==> config.mk <==
export PLATFORM = sky130hd
export DESIGN_NAME = ibex_efpga_ctrl
export DESIGN_NICKNAME = d
export VERILOG_FILES = /design/src/rtl/ibex_efpga_ctrl.sv
export SDC_FILE = /design/constraint.sdc
export NUM_CORES = 1
export LEC_CHECK = 0
export ABC_AREA = 1
export CAP_MARGIN = 20
export CELL_PAD_IN_SITES_DETAIL_PLACEMENT = 1
export CELL_PAD_IN_SITES_GLOBAL_PLACEMENT = 2
export CORE_MARGIN = 8
export CORE_UTILIZATION = 25
export DETAILED_ROUTE_END_ITERATION = 8
export GPL_ROUTABILITY_DRIVEN = 0
export PLACE_DENSITY_LB_ADDON = 0.1
export SLEW_MARGIN = 20
export SYNTH_ARGS = -nofsm -noshare
export SYNTH_HDL_FRONTEND = slang
export SYNTH_SLANG_ARGS = --single-unit
export TNS_END_PERCENT = 30
==> constraint.sdc <==
create_clock -name clk -period 3.73 [get_ports clk]
set_input_delay 1.119 -clock clk [delete_from_list [all_inputs] [get_ports clk]]
set_output_delay 1.119 -clock clk [all_outputs]
set_load 0.05 [all_outputs]
==> src/rtl/ibex_efpga_ctrl.sv <==
// EX-stage sequencer for eFPGA custom instructions: launches a fabric request,
// waits for a fixed latency or a done handshake (with timeout), returns the result.
module ibex_efpga_ctrl #(
   parameter int unsigned TIMEOUT = 64
) (
   input  logic        clk,
   input  logic        rst_n,
   input  logic        en_i,
   input  logic [1:0]  operator_i,
   input  logic [31:0] operand_a_i,
   input  logic [31:0] operand_b_i,
   input  logic [3:0]  delay_i,
   input  logic        kill_i,
   output logic        efpga_req_o,
   output logic [1:0]  efpga_operator_o,
   output logic [31:0] efpga_operand_a_o,
   output logic [31:0] efpga_operand_b_o,
   input  logic [31:0] efpga_result_i,
   input  logic        efpga_done_i,
   output logic [31:0] result_o,
   output logic        ready_o,
   output logic        err_o,
   output logic        busy_o
);

   // Bit 0 is a dedicated BUSY flop so the fabric request comes straight off a register.
   localparam logic [1:0] IDLE = 2'b00;
   localparam logic [1:0] BUSY = 2'b01;
   localparam logic [1:0] DONE = 2'b10;

   localparam logic [7:0] TIMEOUT_CNT = 8'(TIMEOUT);

   logic [1:0] state;
   logic [7:0] cnt;
   logic       hs_mode;
   logic       launch;
   logic       finish;
   logic       timed_out;

   assign launch    = (state == IDLE) & en_i & ~kill_i;
   assign finish    = (state == BUSY) & ~kill_i & ((hs_mode & efpga_done_i) | (cnt == 8'd1));
   // A done arriving on the last counter cycle still counts as success.
   assign timed_out = hs_mode & ~efpga_done_i;

   always_ff @(posedge clk or negedge rst_n) begin
      if (!rst_n) begin
         state <= IDLE;
      end else if (kill_i) begin
         state <= IDLE;
      end else begin
         case (state)
            IDLE:    if (en_i) state <= BUSY;
            BUSY:    if (finish) state <= DONE;
            DONE:    state <= IDLE;
            default: state <= IDLE;
         endcase
      end
   end

   always_ff @(posedge clk or negedge rst_n) begin
      if (!rst_n) begin
         cnt               <= '0;
         hs_mode           <= 1'b0;
         efpga_operator_o  <= '0;
         efpga_operand_a_o <= '0;
         efpga_operand_b_o <= '0;
      end else if (launch) begin
         hs_mode           <= (delay_i == 4'd0);
         cnt               <= (delay_i == 4'd0) ? TIMEOUT_CNT : {4'd0, delay_i};
         efpga_operator_o  <= operator_i;
         efpga_operand_a_o <= operand_a_i;
         efpga_operand_b_o <= operand_b_i;
      end else if ((state == BUSY) && (cnt != 8'd0)) begin
         cnt <= cnt - 8'd1;
      end
   end

   always_ff @(posedge clk or negedge rst_n) begin
      if (!rst_n) begin
         result_o <= '0;
         err_o    <= 1'b0;
      end else if (finish) begin
         result_o <= timed_out ? 32'd0 : efpga_result_i;
         err_o    <= timed_out;
      end
   end

   assign efpga_req_o = state[0];
   assign busy_o      = state[0];
   assign ready_o     = state[1] | ((state == IDLE) & ~en_i);

endmodule
---- Yosys cells after proc, flatten, opt, wreduce, memory -nomap -nowiden ----
Index checks and enable logic that the tools add are counted.
storage, ports and cells
  register bits ........................... 110
  output and inout port bits .............. 102
  input bits .............................. 107
  word-level logic and storage cells ...... 39
operators by class
  bitwise logic cells ..................... 12
  reductions and logical operators ........ 6
  multiplexer cells ....................... 8
  equal/unequal tests ..................... 4
  $add $sub $neg .......................... 1
operator list
  kind                   number
  $mux W32               1
  $mux W8                2
  $eq A8 B1 Y1 const B   1
  $reduce_bool A8 Y1     1
  $sub A8 B1 Y8 const B  1
  $and A1 B1 Y1          7
  $mux W7                1
  $mux W2                3
  $ne A3 B3 Y1 const B   2
  $logic_not A4 Y1       1
  $pmux W2 S2            1
  $not A1 Y1             3
  $eq A2 B1 Y1 const B   1
  $logic_not A2 Y1       1
  $or A1 B1 Y1           2
  $reduce_and A2 Y1      1
  $reduce_bool A2 Y1     1
  $logic_and A1 B1 Y1    1

---- Logic depth before layout (Yosys ltp) ----
  depth in word-level cells ............... 6
  gate-level depth with buffers ........... 9
  mapped depth without buffers ............ 9

---- Least setup slack after synthesis ----
OpenSTA, ideal clock, no wires.
  path type ............................... input to output
  from .................................... in en_i
  to ...................................... out ready_o
  path buffers ............................ 0
  stages on the path ...................... 1
  slack ................................... 396 ps
  arrival ................................. 2215 ps
  data required time ...................... 2611 ps
  path through ............................ o21ai_0
on the way
  cells in the longest elaborated chain, start to end .. 3
RTL lines
  element        RTL line  RTL
  from (decl)    8         input logic en_i,
  $not A1 Y1     90        assign ready_o = state[1] | ((state == IDLE) & ~en_i);
  $and A1 B1 Y1  90
  $or A1 B1 Y1   90
  to (decl)      21        output logic ready_o,
No other way between the ends.

---- Worst setup path in the final report ----
Same ends and word-level chain as after synthesis.

==> summary.md <==
| Metric | Value |
|---|---|
| Setup violators final | 0 |
| Critical Path Fanout Max | 2 |
| RSZ-0062 raised after global routing | false |
| Hold Violations, Final | 0 |
| Top-count cell post-synth | nand2_1 |
| Worst skew pair latency | 350 ps |
| CP delay by family, top | buffers and inverters |
| YS warnings | 0 |
| Largest cells by area after synthesis | dfrtp_1 (60%), nand2_1 (22%), o21ai_0 (4.5%) |
| Worst Reg2Reg Path Length in Cells | 6 |
| Leak | 3.363 nW |
| Slowest Stage Delay on Critical Path | 420 ps |
| Largest area contributor in the netlist | dfrtp_1 |
| Post-route DRC | 0 |
| Core area | 17960 sq um |
| Tightest Pin Transition | 965.8 ps |
| Final Skew | 7.260 ps |
| Syn-to-layout area delta | 56.72% |
| GR Util met3 | 6.029% |
| Synth Cell Area | 4588 sq um |
| Initial Util | 25.54% |
| CTS clock-pin slew for the worst setup and hold paths | 70 ps |
| Initial antenna violation count | 0 |
| Async set or reset register ratio after synthesis | 100.0% |
| Slew Viols, Final | 0 |
| Overflow after GRT | 0 |
| Crit end category | primary output |
| Final min period | 3146 ps |
| PD cells | 856.6 nW/um^2 |
| TritonCTS buffer count | 9 |
| Met2 Use GR | a little under a quarter |
| Pin count of the biggest net entering global routing | 65 |
| # nets final | 833 |
| Met1 usage | 17.36% |
| Syn avg cell area | 8.706 sq um |
| Ports | 209 |
| Crit path depth | 3 |
| R2R Setup Slk | approximately 1800 ps |
| Cells after DPL | 941 |
| Syn_nets | about 640 |
| Vias in the first global route | approximately 4600 |
| Filler cells | 2076 |
| Achievable Freq | 0.3179 GHz |
| Yosys cell types | 25 |
| DP HPWL | 12.09 mm |
| Total number of vias | ~4200 |
| CP Data Required Time | 2610 ps |
| Post-Layout Cell Count | ~960 |
| Setup Buffers After CTS | 0 |
| Post-synth top area share | 59.99% |
| IO Port Bufs | about 210 |
| Routed len/inst | approximately 17 um |
| Peak supply drop | between 0.3 and 0.4 mV |
| Total Routing Usage GR | 14.34% |
| WS Path Type | input port to primary output |
| DIE AREA | approximately 23000 sq um |
| Final WL | 16.48 mm |
| Status | complete, no violations |
| Cells on Worst Hold Path | 2 |
| Slew HR | a little over a third |
| Layout cells sized above 1 | 5.769% |
| Worst Setup Start Kind | input port |
| H-tree levels | 3 |
| Crit path arrival time | approximately 2000 ps |
| CTS tree | yes |
| Register area share after synthesis | 59.99% |
| Synth cell count leaders | nand2_1 (269), dfrtp_1 (110), o21ai_0 (41) |
| Maximum clock path buffer count | 2 |
| Top FF cell, synth | dfrtp_1 |
| Max_cap viols | 0 |
| Final period utilization | 84.34% |
| CP cell instances | clkdlybuf4s50_1, o21ai_0, buf_12 |
| Die height | about 150 um |
| EDFF count, synth | 0 |
| Slowest-stage cell, CP | clkdlybuf4s50_1 |
| Detail-routed via count per cell | approximately 4.4 |
| Minimum hold slack | slightly below 500 ps |
| Synth Instances | between 500 and 600 |
| N_diodes | 0 |
| Cts hold-fix bufs | 0 |
| Initial drt markers | 163 |
| First-pass GRT wire length | 25.65 mm |
| CTS sink cnt | 110 |
| Clk root buf | clkbuf_16 |
| Post-CTS resize count | 0 |
| Setup TNS | 0 ps |
| Layer carrying the most global-route usage | met2 |
| Synth Register Bits | 110 |
| Die width | 151.5 um |
| Worst hold-check path type | flip-flop to flip-flop |
| Final ANT Viol Nets | 0 |
| DR pass1 iterations | 4 |
| Worst Path Buf+Inv | 2 |
| Floorplan row count | 49 |
-- report_power, final --
part | leakage [nW] | switching [mW] | internal [mW] | total, mW
Clock | 0.150 | 0.450 | 0.542 | 0.992
Combinational | 1.83 | 2.21 | 1.07 | 3.28
Sequential | 1.39 | 0.268 | 1.62 | 1.89
-- logic make-up (layout without fill, tap and decap cells) --
logic type	count (synthesis)	after routing	share of synthesized area, %
flops	110	110	59.99
simple gates	296	296	25.12
fa+ha+maj	3	3	0.8182
xor+xnor	2	2	0.3819
buf+inv	42	243	4.472
compound gates	74	74	9.217
-- cell type report --
cell class,instances,area [sq um],area share [%]
inverters,13,48.80,0.6786
clock buffers,11,242.7,3.376
clock inverters,5,57.56,0.8004
repair buffers,214,2172,30.21
flip-flops and latches,110,2753,38.28
well taps,229,286.5,3.985
multi-input cells,375,1630,22.67
-- sequential cells by signal, indices dropped and copies added, names as in the netlist --
name	flops
efpga_operand_b_o	32
err_o	1
state	2
cnt	8
hs_mode	1
efpga_operator_o	2
result_o	32
efpga_operand_a_o	32
-- per-layer routing --
| layer | share of wire (%) | wire length, um | vias up |
|---|---|---|---|
| li1 | - | - | 2038 |
| met1 | 43 | 7067 | 1973 |
| met2 | 46 | 7550 | 141 |
| met3 | 10 | 1684 | 11 |
| met4 | 1.1 | 174 | 0 |
| met5 | 0 | 0 | - |
-- cell usage in the layout (no fill, tap or decap), types with 2 or more instances in the layout --
cell type,netlist,routed
dfrtp_1,110,110
o21ai_1,18,18
clkbuf_16,0,9
ha_1,3,3
nand4_1,5,5
nand2_2,2,2
o21ai_0,41,41
nor2_1,10,10
inv_1,12,12
nand3_1,5,5
nand2_1,269,269
clkdlybuf4s50_1,0,206
o21ai_2,14,14
buf_12,0,4
clkinv_2,0,2
buf_4,1,4
-- final timing paths --
| check | startpoint | to |
|---|---|---|
| max in group asynchronous | rst_n | efpga_operand_b_o[6]$_DFFE_PN0P_ |
| min in group asynchronous | rst_n | result_o[17]$_DFFE_PN0P_ |
| max | en_i | ready_o |
| max reg2reg | state[0]$_DFFE_PN0P_ | cnt[1]$_DFFE_PN0P_ |
| min | efpga_operand_a_o[21]$_DFFE_PN0P_ | efpga_operand_a_o[21]$_DFFE_PN0P_ |
| min reg2reg | efpga_operand_a_o[21]$_DFFE_PN0P_ | efpga_operand_a_o[21]$_DFFE_PN0P_ |
-- per-stage QoR --
stage | power, mW | area [sq um] | util, % | worst slack, ps
final | 6.160 | 7191 | 40.03 | 583.9
after global routing | 6.520 | 7191 | 40.03 | 530.1
after CTS | 6.259 | 7191 | 40.03 | 579.7
after detailed placement | 5.221 | 6890 | 38.36 | 579.7
after global placement | 5.162 | 6890 | 38.36 | 555.2
after floorplan | 3.958 | 4588 | - | 395.7
-- tightest hold or removal path, stage by stage (launching register included) --
cell and delay [ps]:
dfrtp_1 340, nand2_1 60, nand2_1 50
(Power assumes the default switching activity.)
